<file path="src/rtl/hazard_forward_unit.sv">
// hazard_forward_unit
//   Load-use hazard detection and operand forwarding for the decode stage.
//   The unit tracks its own shadow copy of the in-flight writers (stage 1 = EX
//   .. stage FWD_STAGES = WB). Each decoded source is compared against that copy
//   to produce a per-source forward select and a load-use stall request. A
//   saturating counter accumulates the number of stall cycles.
//
// Ports
//   clk          clock, rising edge
//   reset        asynchronous active-high reset
//   id_valid     decode stage holds a valid instruction
//   id_src_addr  packed source addresses, source i at [i*REG_AW +: REG_AW]
//   id_src_used  per-source "actually read" flags
//   id_rd        destination register of the decoded instruction
//   id_regwr     decoded instruction writes the register file
//   id_memrd     decoded instruction is a load
//   flush        kill the decode-stage instruction (not inserted)
//   hold         freeze shadow pipeline and stall counter
//   stat_clr     synchronous clear of stall_count
//   stall        load-use stall request to decode/fetch
//   fwd_sel      per-source select, 0 = register file, k = stage k
//   stall_count  saturating count of stall cycles
module hazard_forward_unit #(
    parameter int NUM_SRC    = 2,
    parameter int REG_AW     = 3,
    parameter int FWD_STAGES = 3,
    parameter int LOAD_LAT   = 1,
    parameter int ZERO_REG   = 1,
    parameter int CNT_W      = 16,
    localparam int SEL_W     = $clog2(FWD_STAGES + 1)
) (
    input  logic                      clk,
    input  logic                      reset,
    input  logic                      id_valid,
    input  logic [NUM_SRC*REG_AW-1:0] id_src_addr,
    input  logic [NUM_SRC-1:0]        id_src_used,
    input  logic [REG_AW-1:0]         id_rd,
    input  logic                      id_regwr,
    input  logic                      id_memrd,
    input  logic                      flush,
    input  logic                      hold,
    input  logic                      stat_clr,
    output logic                      stall,
    output logic [NUM_SRC*SEL_W-1:0]  fwd_sel,
    output logic [CNT_W-1:0]          stall_count
);

    // Shadow pipeline; array index j holds stage j+1.
    logic [FWD_STAGES-1:0] sh_v;
    logic [FWD_STAGES-1:0] sh_ld;
    logic [REG_AW-1:0]     sh_rd [FWD_STAGES];

    logic [NUM_SRC-1:0]    hit;
    logic [NUM_SRC-1:0]    hazard;
    logic [SEL_W-1:0]      k_sel [NUM_SRC];
    logic                  insert;

    // A stalled instruction stays in decode, so it must not enter stage 1 yet.
    assign insert = id_valid & id_regwr & ~stall & ~flush;

    always_ff @(posedge clk or posedge reset) begin
        if (reset) begin
            sh_v  <= '0;
            sh_ld <= '0;
            for (int j = 0; j < FWD_STAGES; j++) begin
                sh_rd[j] <= '0;
            end
        end else if (!hold) begin
            sh_v[0]  <= insert;
            sh_ld[0] <= insert & id_memrd;
            sh_rd[0] <= id_rd;
            for (int j = 1; j < FWD_STAGES; j++) begin
                sh_v[j]  <= sh_v[j-1];
                sh_ld[j] <= sh_ld[j-1];
                sh_rd[j] <= sh_rd[j-1];
            end
        end
    end

    // Scan oldest to youngest so the youngest match is the one that sticks;
    // this lets a younger ALU result mask an older load and vice versa.
    always_comb begin
        hit    = '0;
        hazard = '0;
        for (int i = 0; i < NUM_SRC; i++) begin
            k_sel[i] = '0;
        end
        for (int i = 0; i < NUM_SRC; i++) begin
            for (int j = FWD_STAGES - 1; j >= 0; j--) begin
                if (id_src_used[i] && sh_v[j] &&
                    (sh_rd[j] == id_src_addr[i*REG_AW +: REG_AW]) &&
                    (ZERO_REG == 0 || id_src_addr[i*REG_AW +: REG_AW] != '0)) begin
                    hit[i]    = 1'b1;
                    hazard[i] = sh_ld[j] && ((j + 1) <= LOAD_LAT);
                    k_sel[i]  = SEL_W'(j + 1);
                end
            end
        end
    end

    assign stall = id_valid & ~flush & (|hazard);

    always_comb begin
        fwd_sel = '0;
        for (int i = 0; i < NUM_SRC; i++) begin
            if (id_valid && !stall && hit[i]) begin
                fwd_sel[i*SEL_W +: SEL_W] = k_sel[i];
            end
        end
    end

    always_ff @(posedge clk or posedge reset) begin
        if (reset) begin
            stall_count <= '0;
        end else if (stat_clr) begin
            stall_count <= '0;
        end else if (stall && !hold && (stall_count != {CNT_W{1'b1}})) begin
            stall_count <= stall_count + 1'b1;
        end
    end

endmodule

</file>
<file path="config.mk">
export PLATFORM = sky130hd
export DESIGN_NAME = hazard_forward_unit
export DESIGN_NICKNAME = d
export VERILOG_FILES = /design/src/rtl/hazard_forward_unit.sv
export SDC_FILE = /design/constraint.sdc
export NUM_CORES = 1
export LEC_CHECK = 0
export CAP_MARGIN = 20
export CORE_MARGIN = 2
export CORE_UTILIZATION = 45
export DETAILED_ROUTE_END_ITERATION = 7
export GPL_ROUTABILITY_DRIVEN = 1
export PLACE_DENSITY = 0.74
export SYNTH_ARGS = -nofsm -noshare
export SYNTH_HDL_FRONTEND = slang
export SYNTH_SLANG_ARGS = --single-unit
</file>
<file path="constraint.sdc">
create_clock -name clk -period 4.94 [get_ports clk]
set_clock_uncertainty 0.2 [all_clocks]
set_input_delay 0.988 -clock clk [delete_from_list [all_inputs] [get_ports clk]]
set_output_delay 0.988 -clock clk [all_outputs]
set_load 0.02 [all_outputs]
</file>
# --- Word level (Yosys, flattened, before mapping) ---
# Cells that the tools add are included.
word_totals:
  regBits: 29
  inputBits: 19
  output_inout_bits: 21
  wordCells: 69
op_classes:
  add_sub_neg: 1
  eq_ne: 7
  mux: 18
  bitwise: 8
  reduce_logical: 29
ops:
  columns: ["operator", "count"]
  rows:
  - ["two-way mux 16 bit", 2]
  - ["logical AND 1 bit", 23]
  - ["equality test 3 bit", 6]
  - ["adder 16 x 1 -> 16 bit (second input constant)", 1]
  - ["two-way mux 2 bit", 8]
  - ["inequality test 16 bit (second input constant)", 1]
  - ["two-way mux 1 bit", 8]
  - ["AND 1 bit", 6]
  - ["nonzero test 3 bit", 2]
  - ["logical NOT 1 bit", 2]
  - ["inverter 1 bit", 2]
  - ["nonzero test 2 bit", 1]
  - ["OR reduction 2 bit", 1]

# --- Depth between registers and ports, before layout ---
# Gate-level depths: netlist of the first run.
logic_depth:
  depth_word: 10
  ltp_mapped: 8
  ltp_nobuf: 7

# --- Worst setup path after synthesis of the first run ---
# Ideal clock, no wire load.
synth_path:
  path_kind: "input -> output"
  startpoint: "in id_src_addr[3]"
  endpoint: "out fwd_sel[1]"
  t_arrival_ns: 2.633
  required_ns: 3.752
  slack_ns: 1.119
  cell_stages: 6
  cell_sequence: "o31a_1 nand3_1 nor2_1 o21ai_0 o21ai_0 nor4b_1"
synth_via:
  elab_chain_cells: 10
  word_cells_on_any_way: 11
synth_lines:
  columns: ["element", "line", "rtl"]
  rows:
  - ["start, declared", "35", "input logic [NUM_SRC*REG_AW-1:0] id_src_addr,"]
  - ["equality test 3 bit", "91", "(sh_rd[j] == id_src_addr[i*REG_AW +: REG_AW]) &&"]
  - ["logical AND 1 bit", "90", "if (id_src_used[i] && sh_v[j] &&"]
  - ["logical AND 1 bit *", "91", null]
  - ["two-way mux 1 bit *", "90", null]
  - ["OR reduction 2 bit *", "101", "assign stall = id_valid & ~flush & (|hazard);"]
  - ["AND 1 bit *", "101", null]
  - ["logical NOT 1 bit *", "106", "if (id_valid && !stall && hit[i]) begin"]
  - ["logical AND 1 bit * (2 in series)", "106", null]
  - ["two-way mux 2 bit *", "106", null]
  - ["end, declared", "44", "output logic [NUM_SRC*SEL_W-1:0] fwd_sel,"]
# Mark *: on every way between the ends. The rest lies on a longest branch, timed or not.

# --- Worst setup path in the final report of the first run ---
# Same ends and word-level chain as after synthesis.

==> results of run 1 <==
[where the power goes]
| group | internal, mW | total (mW) | switching [mW] |
|---|---|---|---|
| registers | 0.250 | 0.268 | 0.0180 |
| clock network | 0.110 | 0.197 | 0.0867 |
| logic | 0.0446 | 0.0810 | 0.0364 |
| total | 0.405 | 0.546 | 0.141 |
[cells in the final DEF, fill, tap and decap left out, types with 2 or more instances in the layout]
master,n
inv_1,3
xor2_1,7
o2111ai_1,2
o31a_1,6
o21ba_2,3
or3_1,4
a21oi_1,9
nor2b_1,3
nand2_1,11
or4_1,6
nor3_1,3
nand4_1,4
clkdlybuf4s50_1,39
clkbuf_8,6
mux2_2,11
o31ai_1,7
o21ai_0,8
nor2_1,9
dfrtp_1,29
a31oi_1,2
nor4_1,4
xnor2_1,12
nand3_1,10
and3_1,2
buf_4,2
[worst register-to-register path: cells and delay by family (launching register included)]
family          cells  cell delay (ps)
fa+ha+maj           1              270
compound gates      1              240
flops               1              440
simple gates        4              920
mux                 1              380
[flip-flops by register name (all words and copies together), names as in the netlist]
| register | count |
|---|---|
| stall_count | 16 |
| sh_rd | 9 |
| sh_v | 3 |
| sh_ld | 1 |
[logic make-up (layout without fill, tap and decap cells)]
logic type,after synthesis,after routing,share of synthesized area [%]
AOI/OAI and AO/OA,40,40,17.6
xor gates and xnor gates,19,19,9.78
adders and majority gates,1,1,0.735
buffers and inverters,9,52,2.50
DFF,29,29,42.6
muxes,12,12,7.87
and+or+nand+nor,60,60,18.9
[worst min path at each step]
stage                     to  cells past startpoint
floorplan           sh_ld[0]                      2
global placement    sh_ld[0]                      2
detailed placement   sh_v[2]                      1
CTS                 sh_ld[0]                      2
global route        sh_ld[0]                      2
finish              sh_ld[0]                      2
[per-layer routing]
layer,vias up,global-route usage [%],share of wire [%]
met2,49,38.1,52
met3,9,4.45,4.8
met1,719,24.9,40
met4,0,9.38,2.5
li1,717,-,-
met5,-,0,0
[layout make-up]
class	count	area, um2
Fill cell	307	1410
Clock buffer	7	86.3
Sequential cell	29	726
Timing Repair Buffer	42	433
Tap cell	48	60.1
Multi-Input combinational cell	132	933
Inverter	3	11.3
[through the flow]
stage                     utilization, %  setup slack (ps)
after detailed placement            58.3               272
after global placement              58.3               371
final                               61.4               236
after floorplan                        -              1120
after global routing                61.4              50.7
after CTS                           60.7               239
==> summary.txt, run 1 <==
Clock network
  – CTS Buf Count: 5
  – # hold bufs at CTS: 0
  – Clk sinks: 29
  – Max Root-Sink Buffers: 2
  – Postcts setup bufs: 0
  – Clk root buf: clkbuf_8
  – Clock-pin slew on the worst setup and hold paths: roughly 60 ps
  – Clock latency on the worst-skew pair: 280 ps
  – Htree depth: 2
  – CTS tree: done
  – CTS resizes: 0

STA
  – Setup TNS Final: 0 ps
  – Max frequency: 213 MHz
  – Worst slew pin tran: about 640 ps
  – Slew headroom: 56.9%
  – Tmin final: 4700 ps
  – Max-slew violations: 0
  – RSZ-0062 raised after global routing: no
  – Endpoints failing setup: 0
  – Final hold viol count: 0
  – Crit share post-route: approximately 95%
  – Worst hold slack: 332 ps

Placed design
  – DP Wirelength: 3040 um
  – Number of buffers added on ports: 39
  – RePlAce Congestion: 1.06
  – Placed cells: 253
  – Placement Cell Area: approximately 2100 um2

Synthesis
  – Top-count cell post-synth: dfrtp_1
  – Fraction of registers with async set/reset: 100%
  – Ys flop type: dfrtp_1
  – Synth Register Bits: 29
  – EDFF count, synth: 0
  – Post-Syn Nets: 190
  – Mean Syn Cell Area: 10.0 um2
  – Sequential element share of the synthesized area: 42.6%
  – Post-synth top area share: a little over two fifths
  – Unique masters post-synth: 35
  – Netlist Area Pre-Place: 1700 um2
  – Post-Synthesis Cells: 170
  – Yosys Warn Count: 0
  – Most frequent cells after synthesis: 29 x dfrtp_1, 12 x xnor2_1, 11 x mux2_2, 11 x nand2_1, 10 x nand3_1
  – Cell accounting for the most synthesized area: dfrtp_1
  – Dominant cells by area after synthesis: dfrtp_1 43%, mux2_2 7.3%, xnor2_1 6.2%, xor2_1 3.6%, o31ai_1 3.1%

GRT
  – Gr ovfl total: 0
  – Vias in the first global route: 1,472
  – Global-route wire length before repair: around 7000 um
  – Largest net degree at the start of global routing: 30
  – Initial antenna violation count: 0
  – GRT Util Overall: 21.5%

Drt
  – Post-Route WL: 4150 um
  – Initial drt markers: 73
  – Routed Antenna Nets: 0
  – Avg WL per Cell: 15.9 um
  – Vias: approximately 1,500
  – Via-per-instance ratio: 5.72
  – First-pass iteration count of the detailed router: 4
  – DRC errors left: 0

Cells and area
  – Area grow syn2layout: 32.2%
  – Layout Cells excl Fill: approximately 260
  – Layout Nets: 233
  – Antenna cells: 0
  – Share of cells above drive strength 1: 12.2%
  – Post-route cell area: 2250 um2

Power and ir drop
  – Power density cells: approximately 240 nW/um2
  – Pwr Total: between 500 and 600 uW
  – LEAKAGE: 0.835 nW
  – VDD IR-drop max: 0.172 mV

Floorplan
  – Die Span Y: roughly 65 um
  – Chip width: ~65 um
  – Site row count: 22
  – Initial core utilization: 46.5%
  – Core Footprint: approximately 3700 um2
  – I/O pin cnt: 40
  – Die area: 4290 um2

Worst hold path
  – HP Class: reg2reg
  – Min-delay src: sh_ld[0]

Critical path
  – Levels on crit path: 8
  – Worst Setup SP: id_src_addr[3]
  – Crit Path Class: in2out
  – FF-to-FF End: stall_count[14]
  – Worst Path Buf+Inv: 2
  – Reg2reg setup slack: about 2400 ps
  – Crit. End Element: output pin
  – Critical Path RT: between 3000 and 4000 ps
  – Maximum fanout along the worst path: 4
  – CP max stage cell: clkdlybuf4s50_1
  – CP peak stage delay: around 660 ps
  – R2R Path Start: stall_count[0]
  – CP startpoint kind: input pin
  – Reg2Reg Depth: 7
  – Critical-path cell list: clkdlybuf4s50_1 > o31a_1 > nand3_1 > nor2_1 > o21ai_0 > o21ai_0 > nor4b_1 > clkdlybuf4s50_1
  – Worst path top cell family by delay: buffers and inverters
  – CP arrival: 3520 ps
  – CP Capture Point: fwd_sel[1]

Flow run
  – Max-cap violation count: 0

Run status
  – Outcome: completed
No activity file was read; power rests on OpenSTA's default activity.
==> inputs of run 2 (changes only) <==
- ABC_AREA: not set -> 1
- PLACE_DENSITY: 0.74 -> 0.73
- REMOVE_ABC_BUFFERS: not set -> 1
==> summary.txt, run 2 <==
Synthesis
  – Unique masters post-synth: 28 (was 35)
  – Post-synth top area share: 37.8% (was 42.6%)
  – Most frequent cells after synthesis: 96 x nand2_1, 31 x inv_1, 31 x nor2_1 (was 29 x dfrtp_1, 12 x xnor2_1, 11 x mux2_2, 11 x nand2_1, 10 x nand3_1)
  – Netlist Area Pre-Place: 1920 um2 (was 1700 um2)
  – Top-count cell post-synth: nand2_1 (was dfrtp_1)
  – Yosys Warn Count: 0 (unchanged)
  – Fraction of registers with async set/reset: 100% (unchanged)
  – Post-Synthesis Cells: 285 (was 170)
  – EDFF count, synth: 0 (unchanged)
  – Synth Register Bits: 29 (unchanged)
  – Mean Syn Cell Area: 6.74 um2 (was 10.0 um2)
  – Ys flop type: dfrtp_1 (unchanged)
  – Cell accounting for the most synthesized area: dfrtp_1 (unchanged)
  – Dominant cells by area after synthesis: dfrtp_1 38%, nand2_1 19%, nand3_1 7.0%, inv_1 6.1%, nor2_1 6.1% (was dfrtp_1 43%, mux2_2 7.3%, xnor2_1 6.2%, xor2_1 3.6%, o31ai_1 3.1%)
  – Sequential element share of the synthesized area: 37.8% (was 42.6%)

Cells and area
  – Biggest regs: stall_count (16), sh_rd (9), sh_v (3) (unchanged)
  – Antenna cells: 0 (unchanged)
  – Number of flip-flops in the largest register: 16 (unchanged)
  – Area grow syn2layout: 28.9% (was 32.2%)
  – Most flops, register: stall_count (unchanged)
  – Share of cells above drive strength 1: 6.42% (was 12.2%)
  – Reg area: 726 um2 (unchanged)
  – Commonest non-fill, non-tap cells in the layout: 96 x nand2_1, 39 x clkdlybuf4s50_1, 31 x inv_1, 31 x nor2_1, 29 x dfrtp_1 (was 39 x clkdlybuf4s50_1, 29 x dfrtp_1, 12 x xnor2_1, 11 x mux2_2, 11 x nand2_1)
  – Layout Nets: 346 (was 233)
  – # fillers: 392 (was 307)
  – Most common cell after layout, fill and taps aside: nand2_1 (was clkdlybuf4s50_1)
  – Multi-input logic area: 1030 um2 (was 933 um2)
  – Post-route cell area: 2470 um2 (was 2250 um2)

Critical path
  – FF-to-FF End: stall_count[14] (unchanged)
  – Crit. End Element: output pin (unchanged)
  – CP startpoint kind: input pin (unchanged)
  – CP arrival: 3000 ps (was 3520 ps)
  – Maximum fanout along the worst path: 6 (was 4)
  – Reg2reg setup slack: 2860 ps (was 2370 ps)
  – Reg2Reg Depth: 8 (was 7)
  – R2R Path Start: stall_count[0] (unchanged)
  – Crit Path Class: in2out (unchanged)
  – Critical Path RT: 3750 ps (about the same)

STA
  – Tmin final: 4190 ps (was 4700 ps)
  – Max frequency: 239 MHz (was 213 MHz)
  – Endpoints failing setup: 0 (unchanged)
  – Max-slew violations: 0 (unchanged)
  – Final hold viol count: 0 (unchanged)
  – Setup TNS Final: 0 ps (unchanged)
  – Slew headroom: 60.2% (was 56.9%)
  – RSZ-0062 raised after global routing: no (unchanged)
  – Worst slew pin tran: 595 ps (was 645 ps)
  – Worst hold slack: 300 ps (was 332 ps)
  – Crit share post-route: 84.8% (was 95.2%)

GRT
  – Largest net degree at the start of global routing: 21 (was 30)
  – Global-route wire length before repair: 8040 um (was 6970 um)
  – GRT Util Overall: 20.2% (was 21.5%)
  – Initial antenna violation count: 0 (unchanged)
  – Vias in the first global route: 1,889 (was 1,472)
  – Gr ovfl total: 0 (unchanged)

Worst hold path
  – Hold endpoint: sh_rd[1] (was sh_ld[0])
  – Min-delay src: sh_rd[1] (was sh_ld[0])
  – Worst hold path depth: 2 (unchanged)
  – HP Class: reg2reg (unchanged)

Flow run
  – Max-cap violation count: 0 (unchanged)

Power and ir drop
  – Power density cells: 233 nW/um2 (was 243 nW/um2)
  – Power Internal: 417 uW (was 405 uW)
  – Combinational share of power: 16.4% (was 14.8%)
  – Switching power: 160 uW (was 141 uW)
  – LEAKAGE: 1.17 nW (was 0.835 nW)
  – Switching part of the total power: 27.8% (was 25.8%)
  – VDD IR-drop max: 0.169 mV (was 0.172 mV)
  – Clock power frac: 37.8% (was 36.1%)
  – Part of the power in registers: 45.8% (was 49.1%)

Drt
  – Post-Route WL: 4560 um (was 4150 um)
  – Avg WL per Cell: 12.1 um (was 15.9 um)
  – Routed Antenna Nets: 0 (unchanged)
  – Initial drt markers: 99 (was 73)
  – First-pass iteration count of the detailed router: 4 (unchanged)
  – DRC errors left: 0 (unchanged)
  – Via-per-instance ratio: 5.18 (was 5.72)
  – Vias: 1,953 (was 1,494)

Clock network
  – Postcts setup bufs: 0 (unchanged)
  – Clk sinks: 29 (unchanged)
  – Clock-pin slew on the worst setup and hold paths: 60 ps (about the same)
  – CTS tree: done (unchanged)
  – Clock latency on the worst-skew pair: 280 ps (about the same)
  – Clk root buf: clkbuf_8 (unchanged)
  – CTS resizes: 0 (unchanged)
  – Htree depth: 2 (unchanged)
  – CTS Buf Count: 5 (unchanged)
  – Max Root-Sink Buffers: 2 (unchanged)
  – # hold bufs at CTS: 0 (unchanged)

Placed design
  – Number of buffers added on ports: 39 (unchanged)
  – DP Wirelength: 3350 um (was 3040 um)
  – Placement Cell Area: 2370 um2 (was 2140 um2)
  – RePlAce Congestion: 0.862 (was 1.06)

Floorplan
  – Die area: 4810 um2 (was 4290 um2)
  – I/O pin cnt: 40 (unchanged)
  – Core Footprint: 4060 um2 (was 3660 um2)
  – Initial core utilization: 47.3% (was 46.5%)
  – Chip width: 69.3 um (was 65.5 um)
  – Site row count: 23 (was 22)
  – Die Span Y: 69.3 um (was 65.5 um)

Run status
  – Outcome: completed (unchanged)
==> run 2: area by class of cell <==
cell class | instances | share of cell area [%]
clock buffer | 7 | 3.89
clock inverter | 1 | 0.202
inverter | 34 | 5.16
multi-input combinational | 215 | 41.7
sequential | 29 | 29.3
tap | 50 | 2.53
timing repair buffer | 41 | 17.2
==> run 2: kinds of logic (layout without fill, tap and decap cells) <==
family	Yosys count	after routing	share of synthesized area [%]
buf+inv	41	83	8.47
simple gates	172	172	39.2
compound gates	31	31	8.86
xor+xnor	11	11	5.02
fa+ha+maj	1	1	0.651
flops	29	29	37.8
==> run 2: worst max-delay path, stage by stage <==
cell and delay, ps:
clkdlybuf4s50_1 500, nor3_1 270, nor2_1 60, nand2_1 130, nand2_2 100, nand3_1 90
nand2_1 100, a21oi_1 130, clkdlybuf4s50_1 620
==> run 2: routing by layer <==
layer	track usage, %	up-vias	part of all wire, %
li1	-	990	-
met1	24.6	900	45
met2	34.8	56	48
met3	4.07	7	5.6
met4	8.28	0	1.5
met5	0	-	0
==> run 2: stage by stage <==
step	util [%]	total power, mW	std cells	setup slack, ps
6_report	61.0	0.577	377	750
3_5_place_dp	58.5	0.364	369	729
3_3_place_gp	57.8	0.360	368	774
4_1_cts	61.0	0.583	377	723
5_1_grt	61.0	0.606	377	540
2_1_floorplan	-	0.317	278	1780
==> run 2: worst max path at each step <==
stage | start | to | cells past startpoint
2_1_floorplan | id_src_addr[3] | fwd_sel[0] | 7
3_3_place_gp | id_src_addr[3] | fwd_sel[2] | 9
3_5_place_dp | id_src_addr[3] | fwd_sel[2] | 9
4_1_cts | id_src_addr[3] | fwd_sel[2] | 9
5_1_grt | id_src_addr[3] | fwd_sel[0] | 9
6_report | id_src_addr[3] | fwd_sel[2] | 9
==> run 2: power groups by stage <==
stage	Combinational [mW]	Clock (mW)	Sequential, mW
after floorplan	0.0485	0	0.269
after global placement	0.0915	0	0.268
after detailed placement	0.0952	0	0.268
after CTS	0.0957	0.224	0.264
after global routing	0.107	0.233	0.266
final	0.0946	0.218	0.265
